**src/rtl/loader_pkg.sv**
```systemverilog
// Shared definitions for the boot-time instruction memory loader:
// sequencer state encoding, default memory geometry and word packing constants.
package loader_pkg;

  typedef enum logic [2:0] {
    ST_IDLE,
    ST_CLR_IM,
    ST_LOAD,
    ST_CLR_DM,
    ST_RUN
  } state_t;

  localparam int IM_DEPTH_DEF   = 32;
  localparam int DM_DEPTH_DEF   = 128;
  localparam int BYTES_PER_WORD = 4;
  localparam int WORD_BITS      = 8 * BYTES_PER_WORD;

endpackage : loader_pkg

```
**src/rtl/byte_packer.sv**
```systemverilog
// Assembles a big-endian byte stream into 32-bit words; the first byte of a
// word lands in bits [31:24]. o_word_valid pulses the cycle after the last byte.
module byte_packer
  import loader_pkg::*;
(
  input  logic                 clk_i,
  input  logic                 rst_i,
  input  logic                 i_clr,
  input  logic                 i_valid,
  input  logic [7:0]           i_data,
  output logic                 o_last,
  output logic [WORD_BITS-1:0] o_word,
  output logic                 o_word_valid
);

  localparam logic [1:0] LP_LAST_IDX = 2'(BYTES_PER_WORD - 1);

  logic [1:0]           r_idx;
  logic [WORD_BITS-1:0] r_shift;
  logic                 r_word_valid;

  // High when the byte offered this cycle would complete the current word.
  assign o_last       = (r_idx == LP_LAST_IDX);
  assign o_word       = r_shift;
  assign o_word_valid = r_word_valid;

  // NOTE: sequential state uses non-blocking assignments so every register
  // samples pre-edge values, independent of statement order.
  always_ff @(posedge clk_i or negedge rst_i) begin
    if (!rst_i) begin
      r_idx        <= '0;
      r_shift      <= '0;
      r_word_valid <= 1'b0;
    end else begin
      r_word_valid <= 1'b0;
      if (i_clr) begin
        r_idx   <= '0;
        r_shift <= '0;
      end else if (i_valid) begin
        r_shift      <= {r_shift[WORD_BITS-9:0], i_data};
        r_idx        <= r_idx + 2'd1;
        r_word_valid <= (r_idx == LP_LAST_IDX);
      end
    end
  end

endmodule : byte_packer

```
**src/rtl/imem_loader.sv**
```systemverilog
// Boot loader: clears instruction memory, streams the program into it, clears
// data memory, then releases the CPU from reset. All outputs are registered.
module imem_loader
  import loader_pkg::*;
#(
  parameter int IM_DEPTH = IM_DEPTH_DEF,
  parameter int IM_AW    = 5,
  parameter int DM_DEPTH = DM_DEPTH_DEF,
  parameter int DM_AW    = 7
) (
  input  logic             clk_i,
  input  logic             rst_i,
  input  logic             start_i,
  input  logic [IM_AW:0]   word_count_i,
  input  logic [7:0]       byte_data_i,
  input  logic             byte_valid_i,
  output logic             byte_ready_o,
  output logic             im_we_o,
  output logic [IM_AW-1:0] im_waddr_o,
  output logic [31:0]      im_wdata_o,
  output logic             dm_we_o,
  output logic [DM_AW-1:0] dm_waddr_o,
  output logic [7:0]       dm_wdata_o,
  output logic             cpu_rst_n_o,
  output logic             busy_o,
  output logic             done_o,
  output logic             err_o
);

  localparam logic [IM_AW:0]   LP_IM_MAX  = (IM_AW + 1)'(IM_DEPTH);
  localparam logic [IM_AW:0]   LP_W_ONE   = (IM_AW + 1)'(1);
  localparam logic [IM_AW-1:0] LP_IM_LAST = IM_AW'(IM_DEPTH - 1);
  localparam logic [IM_AW-1:0] LP_IM_ONE  = IM_AW'(1);
  localparam logic [DM_AW-1:0] LP_DM_LAST = DM_AW'(DM_DEPTH - 1);
  localparam logic [DM_AW-1:0] LP_DM_ONE  = DM_AW'(1);

  state_t           r_state;
  logic [IM_AW:0]   r_word_total;
  logic [IM_AW:0]   r_word_cnt;
  logic [IM_AW-1:0] r_wr_idx;
  logic [IM_AW-1:0] r_im_clr;
  logic [DM_AW-1:0] r_dm_clr;
  logic             r_ready;
  logic             r_im_we;
  logic [IM_AW-1:0] r_im_waddr;
  logic [31:0]      r_im_wdata;
  logic             r_dm_we;
  logic [DM_AW-1:0] r_dm_waddr;
  logic             r_cpu_rst_n;
  logic             r_busy;
  logic             r_done;
  logic             r_err;

  logic             w_accept;
  logic             w_last_byte;
  logic             w_word_valid;
  logic [31:0]      w_word;
  logic             w_can_start;
  logic             w_start_ok;
  logic             w_start_bad;

  assign w_accept    = byte_valid_i && r_ready;
  assign w_can_start = (r_state == ST_IDLE) || (r_state == ST_RUN);
  assign w_start_ok  = w_can_start && start_i && (word_count_i <= LP_IM_MAX);
  assign w_start_bad = w_can_start && start_i && (word_count_i > LP_IM_MAX);

  byte_packer u_packer (
    .clk_i        (clk_i),
    .rst_i        (rst_i),
    .i_clr        (w_start_ok),
    .i_valid      (w_accept),
    .i_data       (byte_data_i),
    .o_last       (w_last_byte),
    .o_word       (w_word),
    .o_word_valid (w_word_valid)
  );

  always_ff @(posedge clk_i or negedge rst_i) begin
    if (!rst_i) begin
      r_state      <= ST_IDLE;
      r_word_total <= '0;
      r_word_cnt   <= '0;
      r_wr_idx     <= '0;
      r_im_clr     <= '0;
      r_dm_clr     <= '0;
      r_ready      <= 1'b0;
      r_im_we      <= 1'b0;
      r_im_waddr   <= '0;
      r_im_wdata   <= '0;
      r_dm_we      <= 1'b0;
      r_dm_waddr   <= '0;
      r_cpu_rst_n  <= 1'b0;
      r_busy       <= 1'b0;
      r_done       <= 1'b0;
      r_err        <= 1'b0;
    end else begin
      // Write ports idle at zero unless a state below drives them this cycle.
      r_im_we    <= 1'b0;
      r_im_waddr <= '0;
      r_im_wdata <= '0;
      r_dm_we    <= 1'b0;
      r_dm_waddr <= '0;

      // A completed word is written one cycle after its last byte, which may
      // already fall in the first data-memory clear cycle.
      if (w_word_valid) begin
        r_im_we    <= 1'b1;
        r_im_waddr <= r_wr_idx;
        r_im_wdata <= w_word;
        r_wr_idx   <= r_wr_idx + LP_IM_ONE;
      end

      unique case (r_state)
        ST_IDLE, ST_RUN: begin
          if (w_start_ok) begin
            r_state      <= ST_CLR_IM;
            r_word_total <= word_count_i;
            r_word_cnt   <= '0;
            r_wr_idx     <= '0;
            r_im_clr     <= '0;
            r_err        <= 1'b0;
            r_busy       <= 1'b1;
            r_done       <= 1'b0;
            r_cpu_rst_n  <= 1'b0;
          end else begin
            if (w_start_bad) r_err <= 1'b1;
            if (r_state == ST_RUN) begin
              r_cpu_rst_n <= 1'b1;
              r_done      <= 1'b1;
              r_busy      <= 1'b0;
            end
          end
        end

        ST_CLR_IM: begin
          r_im_we    <= 1'b1;
          r_im_waddr <= r_im_clr;
          r_im_wdata <= '0;
          r_im_clr   <= r_im_clr + LP_IM_ONE;
          if (r_im_clr == LP_IM_LAST) begin
            if (r_word_total == '0) begin
              r_state  <= ST_CLR_DM;
              r_dm_clr <= '0;
            end else begin
              r_state <= ST_LOAD;
              r_ready <= 1'b1;
            end
          end
        end

        ST_LOAD: begin
          if (w_accept && w_last_byte) begin
            r_word_cnt <= r_word_cnt + LP_W_ONE;
            if ((r_word_cnt + LP_W_ONE) == r_word_total) begin
              r_state  <= ST_CLR_DM;
              r_ready  <= 1'b0;
              r_dm_clr <= '0;
            end
          end
        end

        ST_CLR_DM: begin
          r_dm_we    <= 1'b1;
          r_dm_waddr <= r_dm_clr;
          r_dm_clr   <= r_dm_clr + LP_DM_ONE;
          if (r_dm_clr == LP_DM_LAST) r_state <= ST_RUN;
        end

        default: r_state <= ST_IDLE;
      endcase
    end
  end

  assign byte_ready_o = r_ready;
  assign im_we_o      = r_im_we;
  assign im_waddr_o   = r_im_waddr;
  assign im_wdata_o   = r_im_wdata;
  assign dm_we_o      = r_dm_we;
  assign dm_waddr_o   = r_dm_waddr;
  assign dm_wdata_o   = '0;
  assign cpu_rst_n_o  = r_cpu_rst_n;
  assign busy_o       = r_busy;
  assign done_o       = r_done;
  assign err_o        = r_err;

endmodule : imem_loader
```
**config.mk**
```make
export PLATFORM = sky130hd
export DESIGN_NAME = imem_loader
export DESIGN_NICKNAME = d
export VERILOG_FILES = /design/src/rtl/loader_pkg.sv /design/src/rtl/byte_packer.sv /design/src/rtl/imem_loader.sv
export SDC_FILE = /design/constraint.sdc
export NUM_CORES = 1
export LEC_CHECK = 0
export ABC_AREA = 1
export CAP_MARGIN = 25
export CORE_MARGIN = 4
export CORE_UTILIZATION = 57
export CTS_CLUSTER_SIZE = 30
export DETAILED_ROUTE_END_ITERATION = 16
export DONT_BUFFER_PORTS = 1
export PLACE_DENSITY_LB_ADDON = 0.2
export SYNTH_ARGS = -nofsm -noshare
export SYNTH_HDL_FRONTEND = slang
export SYNTH_SLANG_ARGS = --single-unit
```
**constraint.sdc**
```tcl
create_clock -name clk_i -period 1.46 [get_ports clk_i]
set_input_delay 0.292 -clock clk_i [delete_from_list [all_inputs] [get_ports clk_i]]
set_output_delay 0.292 -clock clk_i [all_outputs]
set_load 0.03 [all_outputs]
```
# == After elaboration in Yosys (flattened, before gate mapping) ==
# Index checks and enable logic that the tools add are counted.
# word_totals
reg_bits,117
input_bits,18
output_inout_bits,59
word_cells,109
# op_classes
n_addsub,5
n_lt_le_gt_ge,2
eq_ne,15
n_mux,45
n_reduce_logical,24
# op_table
cell,count
$mux 32,4
$mux 7,5
$mux 5,6
$pmux 7 s3,1
$mux 1,16
$mux 3,5
$reduce_and 5->1,3
$mux 6,2
$ne 2x2->1 const B,6
$pmux 3 s4,1
$pmux 6 s2,1
$reduce_bool 2->1,6
$add 5x1->5 const B,2
$pmux 5 s2,1
$reduce_and 2->1,4
$add 7x1->7 const B,1
$eq 7x7->1 const B,1
$add 6x1->6 const B,1
$eq 3x2->1 const B,2
$eq 6x6->1,1
$gt 6x6->1 const B,1
$le 6x6->1 const B,1
$logic_not 6->1,1
$eq 5x5->1 const B,1
other kinds (13),18

# == Logic depth before layout (Yosys ltp) ==
# Gate-level depths: netlist (run 1).
# depth
word_depth,6
mapped_depth,13

# == Modules after synthesis ==
# A second synthesis (run 1) with hierarchy kept.
# unflattened
cells_unflattened,559
hier_area_um2,4978.5
# modules_own_cells
module,instances,cells_each,area_per_inst_um2
imem_loader,1,406,3563.4
byte_packer,1,153,1415.1

# == Least setup slack after synthesis (run 1) ==
# Ideal clock, no wire load.
# synth_timing
path_kind,register -> register
startpoint,register r_word_cnt[0]
endpoint,register r_dm_clr[5]
arrival_time_ps,1490
t_required_ps,1335
slack_ps,-155
path_stages_with_launch,13
path_buffers,0
path_cell_list,dfrtp_1 -> ha_1 -> or2_1 -> nand3_1 -> nand2_1 -> inv_1 -> nand2_1 -> nor2_1 -> nand2_2 -> nand2_4 -> nand2_4 -> nand2_1 -> nand2_1
# synth_between
elab_chain_cells,4
# synth_lines
item,line_no,source
start: declaration,imem_loader.sv:39,logic [IM_AW:0] r_word_cnt;
start signal: assignment,imem_loader.sv:153,r_word_cnt <= r_word_cnt + LP_W_ONE;
$add 6x1->6,imem_loader.sv:154,if ((r_word_cnt + LP_W_ONE) == r_word_total) begin
$eq 6x6->1,imem_loader.sv:154,
$ne 2x2->1 (no line),-,
$reduce_and 5->1 (no line),-,
end signal: assignment,imem_loader.sv:165,r_dm_clr <= r_dm_clr + LP_DM_ONE;
end: declaration,imem_loader.sv:42,logic [DM_AW-1:0] r_dm_clr;
# No other way between the ends.
# A chain may end at the register's enable or synchronous reset.

# == Worst setup path in the final report (run 1) ==
# layout_timing
startpoint,register r_word_cnt[0]
endpoint,register r_dm_clr[0]
# Same word-level chain as after synthesis.

==> results.md, run 1 <==
Clocking:
- The root buffer cell chosen for the clock tree is sky130_fd_sc_hd__clkbuf_8.
- The maximum clock path buffer count is 2.
- The clock latency at the later pin of the worst-skew pair is 0.50 ns.
- The number of H-tree levels is 4.
- The count of clock tree sinks is roughly 120.
- After clock tree synthesis, the clock-pin slew on the worst setup and hold paths is around 0.06 ns.
- Buffers inserted during clock tree synthesis total 17.
- TritonCTS built the clock tree.

Critical path:
- Of all nets on the critical path, the largest fanout is 7.
- On the worst path, the slowest cell contributes a delay of 0.42 ns.
- Traced cell by cell, the critical path runs through ha_4, or2_1, nand3_1, nand2_1, inv_1, nand2_1, nor2_2, nand2_2, nand2_4, nand2_8, nand2_1, nand2_1.
- The slowest stage of the critical path belongs to the cell sky130_fd_sc_hd__dfrtp_2.
- The critical path in this run is classified as reg -> reg.
- The worst setup path is captured at a flip-flop.
- The required time at the endpoint of the critical path is between 1.5 and 2 ns.
- The worst setup path is launched from a flip-flop.
- Data on the critical path arrives at its endpoint at 2.03 ns.
- Counting stages on the worst path, the most repeated cell is sky130_fd_sc_hd__nand2_1.

Timing:
- Setup repair after global routing could not meet its margin everywhere.
- The tightest hold path in the finished design has a slack of -0.5192 ns.
- Timing would allow up to slightly above 600 MHz.
- The final critical-path share of the clock period is 1.124.
- The setup total negative slack is -1.692 ns.
- Across all setup checks in the final design, the least slack found is -0.1805 ns.
- The final critical-path required period is ~1.6 ns.
- The post-route clock skew is 0.006516 ns.
- The number of max-slew violations in the final report is 0.
- Setup violations remaining at the end of the flow were counted as 11.
- The final count of hold timing violations was 117.

Power:
- Of the total power, the share spent switching nets is 0.3729.
- The combinational group share of total power is 0.314.
- The sequential group share of total power is 0.399.
- The static leakage power is 3.188 nW.
- The internal portion of total power is 8.285 mW.
- Dividing total power by cell area gives a power density of roughly 2200 nW/um^2.
- Of the total power, the clock network draws 0.287.
- Total power for the finished layout comes to 13.21 mW.
- Summed over all nets, the switching power comes to 4.925 mW.
- The worst IR drop on VDD is about 0.0013 V.

Synth:
- The share of flip-flops with an asynchronous set or reset is 1.000.
- The post-synthesis xor/xnor area fraction is 0.008954.
- After synthesis the cells add up to between 4000 and 5000 sq um.
- Counting instances in the post-synthesis netlist gives the leading cell types as 168 x sky130_fd_sc_hd__nand2_1, 117 x sky130_fd_sc_hd__dfrtp_1, 73 x sky130_fd_sc_hd__inv_1.
- The mux cell area share after synthesis is 0.
- In this run, distinct cell masters in the synthesized netlist total 32.
- The proportion of synthesized chip area in sequential cells is 0.5986.
- A synthesized cell averages between 8 and 9 sq um.
- Of the post-synthesis cell area, the dominant cell type holds 0.5986.
- The synthesized-area fraction occupied by ao, oa, aoi and oai cells was 0.07521.
- Yosys printed 0 warnings.
- The leading cell type by number of instances after synthesis is sky130_fd_sc_hd__nand2_1.
- In the post-synthesis netlist, the biggest area contributors are sky130_fd_sc_hd__dfrtp_1 60%, sky130_fd_sc_hd__nand2_1 13%, sky130_fd_sc_hd__inv_1 5.6%, sky130_fd_sc_hd__a21oi_1 3.8%, sky130_fd_sc_hd__nand3_1 3.3%.
- Of the total synthesized cell area, the portion taken by AND, OR, NAND and NOR gates is 0.2100.
- For this run, the leading register cell type out of synthesis is sky130_fd_sc_hd__dfrtp_1.
- Synthesis inferred around 120 register bits.
- Counting every instance in the synthesized netlist gives ~550.
- The adder-cell share of the synthesized area is 0.01791.
- The dominant combinational cell family by area after synthesis is simple AND/OR/NAND/NOR gates.
- sky130_fd_sc_hd__dfrtp_1 takes more of the synthesized area than any other cell.
- Yosys mapped a number of flops with a built-in enable equal to 0.

Run status:
- The final reports fail on hold timing, setup timing.
- The run finished, with violations left.

Layout:
- The net count of the finished layout is between 600 and 700.
- The layout has 581 filler cells.
- The ratio of cells with drive above 1 in the final layout is 0.1823.
- The synthesis-to-layout area growth is 24.43%.
- The number of diodes is 0.
- The post-route cell area is 6086 sq um.

Floorplan:
- The initialized floorplan defines 33 standard-cell rows.
- The initial core utilization is 0.5893.
- For this design the top-level I/O count stands at 77.
- In this run the horizontal extent of the chip is between 100 and 150 microns.
- The chip height is around 100 microns.
- The core outline area is 8299 sq um.
- The overall die area is between 10000 and 15000 sq um.

Place:
- Detailed placement ended at an HPWL of 6334 microns.
- The routability-driven placement congestion ratio is 0.8029.
- The count of input and output buffers is 0.
- Once placement finished, the instance area stood at between 5000 and 6000 sq um.

Global routing:
- The maximum number of pins on one net before global-route repair is around 120.
- The global-route total usage across every layer is 0.2085.
- The via count of the first global-routing pass is 3511.
- The number of antenna violations at the first check in global routing came to 0.
- The total overflow left after global routing is 0.
- The first global-routing pass estimated between 15000 and 20000 microns of wire.

Drt:
- The total via count in the routed design is 3658.
- The final routed wire length divided by cell count is 13.80 microns.
- The via density per instance is 5.046.
- The violation count after the first detailed-routing iteration is between 200 and 250.
- The first detailed-routing pass ran for 4 iterations.
- After detailed routing, the total wire length is 10010 microns.
- Once detail routing completed, the nets flagged for antenna violations numbered 0.
- The post-route DRC violation count is 0.

Worst hold path:
- The path class of the tightest hold or removal check is in -> async.

Job:
- The tool flagged a number of max-cap violations equal to 0.
==> cell families after synthesis <==
group	after synthesis
adder cells (fa/ha/maj)	7
AND/OR/NAND/NOR	249
other	1
buffers and inverters	102
AO/OA/AOI/OAI	67
flip-flops	117
XOR/XNOR	5
==> sequential cells by signal, summed over array words and instances, names as in the netlist <==
register and cells:
busy_o 1, done_o 1, r_im_clr 5, r_dm_clr 7, err_o 1, u_packer.o_word_valid 1, r_wr_idx 5, dm_waddr_o 7
byte_ready_o 1, u_packer.o_word 32, r_state 3, im_waddr_o 5, im_wdata_o 32, dm_we_o 1, r_word_total 6, r_word_cnt 6
u_packer.r_idx 2, im_we_o 1
==> layer usage <==
metal / share of wire / track usage / vias to the layer above / wire [microns]
met2: 0.49 / 0.3246 / 86 / 4939
met4: 0.0078 / 0.08083 / 0 / 78
met5: 0 / 0 / - / 0
li1: - / - / 1807 / -
met3: 0.037 / 0.04913 / 8 / 366
met1: 0.46 / 0.2846 / 1757 / 4623
==> power groups by stage <==
stage | logic [mW] | registers, mW | clock network [mW]
after floorplan | 2.44 | 5.22 | 0
after global placement | 3.61 | 5.27 | 0
after detailed placement | 3.68 | 5.30 | 0
after CTS | 3.81 | 5.26 | 3.85
after global routing | 4.66 | 5.39 | 4.04
final | 4.15 | 5.27 | 3.80
==> placed cells by master (no fill, tap or decap), types with 3 or more instances in the layout <==
master	netlist	layout
sky130_fd_sc_hd__a21oi_1	37	36
sky130_fd_sc_hd__buf_4	9	38
sky130_fd_sc_hd__buf_6	1	3
sky130_fd_sc_hd__clkbuf_16	0	16
sky130_fd_sc_hd__clkinv_2	0	4
sky130_fd_sc_hd__clkinv_4	0	3
sky130_fd_sc_hd__conb_1	1	8
sky130_fd_sc_hd__dfrtp_1	117	115
sky130_fd_sc_hd__dlygate4sd3_1	0	16
sky130_fd_sc_hd__ha_1	7	4
sky130_fd_sc_hd__inv_1	73	72
sky130_fd_sc_hd__inv_2	3	3
sky130_fd_sc_hd__inv_6	0	4
sky130_fd_sc_hd__nand2_1	168	162
sky130_fd_sc_hd__nand2_2	2	7
sky130_fd_sc_hd__nand3_1	32	29
sky130_fd_sc_hd__nand3_2	0	3
sky130_fd_sc_hd__nand4_1	4	4
sky130_fd_sc_hd__nor2_1	30	24
sky130_fd_sc_hd__nor2_2	3	8
sky130_fd_sc_hd__nor3_1	4	3
sky130_fd_sc_hd__o21ai_0	20	17
sky130_fd_sc_hd__o21ai_1	0	3
sky130_fd_sc_hd__xor2_1	3	3
==> area by class of cell <==
| cell class | count | area, sq um | area share |
|---|---|---|---|
| Clock buffer | 18 | 427.9 | 0.07031 |
| Clock inverter | 14 | 126.4 | 0.02076 |
| Inverter | 76 | 287.8 | 0.04729 |
| Multi-Input combinational cell | 336 | 1663 | 0.2732 |
| Sequential cell | 117 | 2930 | 0.4815 |
| Tap cell | 105 | 131.4 | 0.02159 |
| Timing Repair Buffer | 59 | 519.2 | 0.08532 |
==> worst paths after layout <==
| path | start | endpoint | slack, ns | cells after the start |
|---|---|---|---|---|
| max in group asynchronous | rst_i | r_word_cnt[0] | 1.82 | 0 |
| worst min register to register | u_packer.o_word[31] | im_wdata_o[31] | 0.47 | 2 |
| min in group clk_i | start_i | busy_o | 0.06 | 4 |
| worst max register to register | r_word_cnt[0] | r_dm_clr[0] | -0.18 | 12 |
| worst min-delay path | rst_i | r_word_cnt[5] | -0.52 | 0 |
| worst max-delay path | r_word_cnt[0] | r_dm_clr[0] | -0.18 | 12 |
==> critical path, delay by kind of cell, from the launching register on <==
kind	cells	cell delay (ns)
simple gates	10	0.89
flops	1	0.42
fa+ha+maj	1	0.17
buf+inv	1	0.05
==> metrics by stage <==
| step | hold slack [ns] | util | instances | setup WS [ns] |
|---|---|---|---|---|
| detailed placement | -0.001118 | 0.6309 | 673 | -0.2019 |
| finish | -0.5192 | 0.7333 | 725 | -0.1805 |
| CTS | -0.5369 | 0.7166 | 720 | -0.1856 |
| floorplan | -0.003591 | - | 555 | -0.09409 |
| global placement | -0.001038 | 0.6309 | 673 | -0.1503 |
| global route | -0.5456 | 0.7333 | 725 | -0.2944 |
==> what timing repair did <==
| item | in CTS | in global routing |
|---|---|---|
| pin swaps | 4 | 2 |
| endpoints found under the setup margin | 15 | 101 |
| hold endpoints to repair | 132 | 118 |
| resized for setup | 2 | 30 |
| hold buffers | 15 | 1 |
| buffers inserted | 0 | 4 |
No activity file was read; power rests on OpenSTA's default activity.
==> inputs of run 2 (changes only) <==
CAP_MARGIN = unset   (was 25)
==> results of run 2 <==
Final layout, timing and power as in run 1 (identical DEF).
